==> config.mk <==
export PLATFORM = sky130hd
export DESIGN_NAME = reset_sequencer
export DESIGN_NICKNAME = d
export VERILOG_FILES = /design/src/rtl/reset_sequencer.sv
export SDC_FILE = /design/constraint.sdc
export NUM_CORES = 1
export LEC_CHECK = 0
export CAP_MARGIN = 10
export CORE_AREA = 5 5 42 44
export DETAILED_ROUTE_END_ITERATION = 8
export DIE_AREA = 0 0 47 49
export PLACE_DENSITY = 0.71
export SETUP_SLACK_MARGIN = 0.5
export SYNTH_ARGS = -nofsm -noshare
export SYNTH_HDL_FRONTEND = slang
export SYNTH_SLANG_ARGS = --single-unit
export TNS_END_PERCENT = 30
==> constraint.sdc <==
create_clock -name CLK_I -period 2.65 [get_ports CLK_I]
set_input_delay 0.3975 -clock CLK_I [delete_from_list [all_inputs] [get_ports CLK_I]]
set_output_delay 0.3975 -clock CLK_I [all_outputs]
set_load 0.005 [all_outputs]
==> src/rtl/reset_sequencer.sv <==
// rtl/reset_sequencer.sv - ordered release of N_OUT reset domains with software re-sequencing
//
// Purpose:
//   Takes the synchronized active-low system reset and releases the downstream
//   reset domains one at a time. Bit 0 goes first, HOLD_CYCLES edges after
//   reset negation. Each further bit follows GAP_CYCLES edges after the
//   previous one. Once every domain is out of reset, a level software request
//   sampled in RUN re-runs the whole sequence without a system reset.
//
// Optional feature (macro RESET_SEQ_REVERSE_ASSERT_EN):
//   undefined : an accepted software request drops every domain reset at once.
//   defined   : an accepted software request drops the domains in reverse
//               order, highest index first, GAP_CYCLES apart. The release
//               sequence then restarts from HOLD.
//
// Ports:
//   CLK_I       in   1      clock
//   NRST_I      in   1      async reset, active low (negation already synchronous to CLK_I)
//   SRST_REQ_I  in   1      software reset request, level, sampled on CLK_I
//   NRST_O      out  N_OUT  sequenced domain resets, active low
//   READY_O     out  1      high once every NRST_O bit is released
//   SRST_ACK_O  out  1      one-cycle pulse when a software request is accepted

module reset_sequencer #(
  parameter int N_OUT       = 3,
  parameter int HOLD_CYCLES = 16,
  parameter int GAP_CYCLES  = 8
) (
  input  logic             CLK_I,
  input  logic             NRST_I,
  input  logic             SRST_REQ_I,
  output logic [N_OUT-1:0] NRST_O,
  output logic             READY_O,
  output logic             SRST_ACK_O
);

  // Counter sized for the longer of the two intervals. The width is clamped
  // to at least one bit so that elaboration reaches the parameter checks
  // below rather than failing on a zero-width vector.
  localparam int MAX_CYC = (HOLD_CYCLES > GAP_CYCLES) ? HOLD_CYCLES : GAP_CYCLES;
  localparam int CW_RAW  = $clog2(MAX_CYC + 1);
  localparam int CW      = (CW_RAW < 1) ? 1 : CW_RAW;

  localparam logic [CW-1:0] HOLD_LAST = CW'(HOLD_CYCLES - 1);
  localparam logic [CW-1:0] GAP_LAST  = CW'(GAP_CYCLES - 1);
  localparam logic [CW-1:0] CNT_MAX   = CW'(MAX_CYC);

  localparam logic [1:0] ST_HOLD     = 2'd0;
  localparam logic [1:0] ST_RELEASE  = 2'd1;
  localparam logic [1:0] ST_RUN      = 2'd2;
`ifdef RESET_SEQ_REVERSE_ASSERT_EN
  localparam logic [1:0] ST_SWASSERT = 2'd3;
`endif

  if (N_OUT < 1) begin : g_bad_n_out
    $error("reset_sequencer: N_OUT must be >= 1");
  end
  if (HOLD_CYCLES < 1) begin : g_bad_hold
    $error("reset_sequencer: HOLD_CYCLES must be >= 1");
  end
  if (GAP_CYCLES < 1) begin : g_bad_gap
    $error("reset_sequencer: GAP_CYCLES must be >= 1");
  end

  logic [1:0]       state;
  logic [CW-1:0]    cnt;
  logic [CW-1:0]    cnt_inc;
  logic [N_OUT-1:0] release_next;

  // The counter saturates instead of wrapping. The FSM restarts it before it
  // reaches CNT_MAX, so the guard only matters if the state is ever corrupted.
  assign cnt_inc = (cnt == CNT_MAX) ? cnt : cnt + CW'(1);

  // Released bits form a contiguous run of ones starting at bit 0. Shifting a
  // one in at the bottom therefore releases the next domain in order.
  assign release_next = N_OUT'({NRST_O, 1'b1});

`ifdef RESET_SEQ_REVERSE_ASSERT_EN
  // Shifting right clears the highest released bit first.
  logic [N_OUT-1:0] assert_next;
  assign assert_next = NRST_O >> 1;
`endif

  always_ff @(posedge CLK_I or negedge NRST_I) begin
    if (!NRST_I) begin
      state      <= ST_HOLD;
      cnt        <= '0;
      NRST_O     <= '0;
      READY_O    <= 1'b0;
      SRST_ACK_O <= 1'b0;
    end else begin
      SRST_ACK_O <= 1'b0;
      case (state)
        ST_HOLD: begin
          // cnt holds (edge number - 1), so the match happens on edge HOLD_CYCLES.
          if (cnt == HOLD_LAST) begin
            NRST_O <= release_next;
            cnt    <= '0;
            state  <= ST_RELEASE;
          end else begin
            cnt <= cnt_inc;
          end
        end

        ST_RELEASE: begin
          // READY follows one edge after the final release. With N_OUT=1 that
          // is the first edge spent in RELEASE.
          if (&NRST_O) begin
            READY_O <= 1'b1;
            cnt     <= '0;
            state   <= ST_RUN;
          end else if (cnt == GAP_LAST) begin
            NRST_O <= release_next;
            cnt    <= '0;
          end else begin
            cnt <= cnt_inc;
          end
        end

        ST_RUN: begin
          if (SRST_REQ_I) begin
            SRST_ACK_O <= 1'b1;
            READY_O    <= 1'b0;
            cnt        <= '0;
`ifdef RESET_SEQ_REVERSE_ASSERT_EN
            // The highest domain drops on the accepting edge itself. A single
            // domain goes straight back to HOLD.
            NRST_O <= assert_next;
            state  <= (assert_next == '0) ? ST_HOLD : ST_SWASSERT;
`else
            NRST_O <= '0;
            state  <= ST_HOLD;
`endif
          end
        end

`ifdef RESET_SEQ_REVERSE_ASSERT_EN
        ST_SWASSERT: begin
          if (cnt == GAP_LAST) begin
            NRST_O <= assert_next;
            cnt    <= '0;
            if (assert_next == '0) begin
              state <= ST_HOLD;
            end
          end else begin
            cnt <= cnt_inc;
          end
        end
`endif

        default: begin
          state   <= ST_HOLD;
          cnt     <= '0;
          NRST_O  <= '0;
          READY_O <= 1'b0;
        end
      endcase
    end
  end

endmodule

==> impl_metrics.env <==
export IMPL_setup_viol=0
export IMPL_ant_nets=0
export IMPL_dpl_hpwl_um=831
export IMPL_drc_errors=0
export IMPL_worst_pin_slew_ns=0.513
export IMPL_r2r_start="cnt[0]"
export IMPL_hold_viol=0
export IMPL_end_kind="flip-flop"
export IMPL_yosys_most_used_dff="dfrtp_1"
export IMPL_synth_area_top_cells="dfrtp_1, ha_1, mux2_4"
export IMPL_io_pins=8
export IMPL_finalCritPeriodShare=0.765
export IMPL_rsz0062_at_grt="no"
export IMPL_port_buffers=7
export IMPL_grt_pass1_wl_um=1950
export IMPL_avgSynthCellArea_sq_um=10.9
export IMPL_final_area_sq_um=759
export IMPL_first_pass_iters=4
export IMPL_totalPowerFinal_mw=0.869
export IMPL_utilization=0.542
export IMPL_drive_gt1_frac=0.174
export IMPL_final_nets=76
export IMPL_crit_required_ns=2.87
export IMPL_use_met1=0.162
export IMPL_yosys_top_cells_count="dfrtp_1, nor2_1, o21ai_0"
export IMPL_cp_common_cell="ha_1"
export IMPL_dieArea_sq_um=2300
export IMPL_num_antenna_cells=0
export IMPL_crit_chain="ha_1, and3_1, ha_1, or3_1, o31a_1, o21ai_1, mux2_2"
export IMPL_cts_setup_buffers=0
export IMPL_synth_edf_count=0
export IMPL_yosysUniqueCellTypes=29
export IMPL_cts_root_buf="clkbuf_4"
export IMPL_slowest_delay_ns=0.42
export IMPL_max_freq_ghz=0.493
export IMPL_synth_cells=59
export IMPL_netlist_area_sq_um=641
export IMPL_maxSlewViolCount=0
export IMPL_syn_nets=65
export IMPL_crit_path_start="cnt[0]"
export IMPL_coreArea_sq_um=1400
export IMPL_met2_usage=0.167
export IMPL_async_reset_ff_frac=1.00
export IMPL_worst_clock_skew_ns=0.00614
export IMPL_rows=14
export IMPL_maxCapViolCount=0
export IMPL_drt_iter0_markers=4
export IMPL_start_util=0.457
export IMPL_cts_inserted_buffers=3
export IMPL_die_x_um=47
export IMPL_die_y_um=49
export IMPL_worstPathMaxFanout=6
export IMPL_wl_per_cell_um=12.9
export IMPL_r2r_end="cnt[0]"
export IMPL_dp_cells=81
export IMPL_antenna_found_initial=0
export IMPL_final_cells=85
export IMPL_dpl_cell_area_sq_um=723
export IMPL_p_per_area_nw_per_um2=1140
export IMPL_vias=458
export IMPL_rrSetupSlack_ns=0.62
export IMPL_grt_max_degree=13
export IMPL_overflow=0
export IMPL_holdCritPathClass="primary input to async pin"
export IMPL_finalWirelength_um=1090
export IMPL_clk_pin_slew_ns=0.08
export IMPL_via_per_inst=5.39
export IMPL_critical_path_endpoint="cnt[0]"
export IMPL_cp_num_cells=7
export IMPL_cts_hold_buf=0
export IMPL_critPathKind="flip-flop to flip-flop"
export IMPL_cts_tree="built"
export IMPL_place_congestion=0.780
export IMPL_critPathBufInv=0
export IMPL_syn_to_final_growth_pct=18.6
export IMPL_synth_top_area_cell="dfrtp_1"
export IMPL_peakVddDrop_mv=0.545
export IMPL_arrival_ns=2.25
export IMPL_outcome="complete, no violations"
export IMPL_fin_crit_ns=2.03
export IMPL_r2r_cells=7
export IMPL_clock_path_buffers=2
export IMPL_start_kind="flip-flop"
export IMPL_synth_most_common_cell="dfrtp_1"
export IMPL_globalRouteTotalUtil=0.118
export IMPL_grt_busiest_layer="met2"
export IMPL_synth_seq_cells=12
export IMPL_leakagePower_nw=0.359
export IMPL_globalRouteMet3Util=0.0332
export IMPL_nFillCells=137
export IMPL_yosys_area_top_type_share=0.469
export IMPL_fin_setup_tns_ns=0
export IMPL_ys_warn_count=0
export IMPL_synth_seq_area_share=0.469
export IMPL_ctsResizeCount=0
export IMPL_htree_levels=1
export IMPL_crit_path_top_delay_cell="dfrtp_1"
export IMPL_max_slew_margin=0.657
export IMPL_crit_family="simple AND/OR/NAND/NOR gates"
export IMPL_first_global_vias=459
export IMPL_clkLatencyLatePin_ns=0.27
export IMPL_cts_sinks=12
[per-layer routing]
metal | vias to the layer above | part of all wire
met4 | 0 | 0.014
met2 | 7 | 0.46
met3 | 2 | 0.027
li1 | 232 | -
met1 | 217 | 0.49
met5 | - | 0
[logic make-up (layout without fill, tap and decap cells)]
logic type	after synthesis	count (layout)	share of synthesized area
compound gates	14	14	0.150
buf+inv	5	15	0.0352
flops	12	12	0.469
fa+ha+maj	3	3	0.0586
simple gates	21	21	0.207
mux	4	4	0.0801
[registers in the layout (all words and copies together), names as in the netlist]
register,count
SRST_ACK_O,1
READY_O,1
state,2
cnt,5
NRST_O,3
[power breakdown]
part	total, mW	switching [mW]	internal (mW)
clock	0.145	0.0619	0.0835
combinational	0.390	0.169	0.221
sequential	0.333	0.0791	0.254
total	0.869	0.310	0.558
[cell type report]
cell class | count | area (sq um) | share of cell area
Clock buffer | 4 | 36.3 | 0.0478
Inverter | 4 | 15.0 | 0.0198
Sequential cell | 12 | 300 | 0.395
Multi-Input combinational cell | 42 | 318 | 0.418
Timing Repair Buffer | 7 | 70.1 | 0.0923
Tap cell | 16 | 20.0 | 0.0264
[cells in the final DEF, fill, tap and decap left out, drive strengths merged, types with 2 or more instances in the layout]
cell type | synthesis | layout
and3 | 3 | 3
mux2 | 3 | 3
nor2b | 3 | 3
a21o | 2 | 2
o21ai | 6 | 6
a22o | 2 | 2
ha | 3 | 3
clkbuf | 0 | 4
dfrtp | 12 | 12
inv | 4 | 4
nor2 | 6 | 6
clkdlybuf4s50 | 0 | 7
[metrics by stage]
step / worst slack, ns / hold slack [ns]
after floorplan: 0.766 / 0.102
after global placement: 0.694 / 0.494
after detailed placement: 0.642 / 0.516
after CTS: 0.622 / 0.486
after global routing: 0.503 / 0.511
final: 0.623 / 0.460
[how the worst min path moves through the flow]
stage,from,endpoint
floorplan,NRST_I,NRST_O[0]
CTS,NRST_I,NRST_O[1]
finish,NRST_I,NRST_O[1]
global placement,READY_O,READY_O
detailed placement,READY_O,READY_O
global route,NRST_I,cnt[2]
Note: power is estimated with default switching activity, not from simulation.
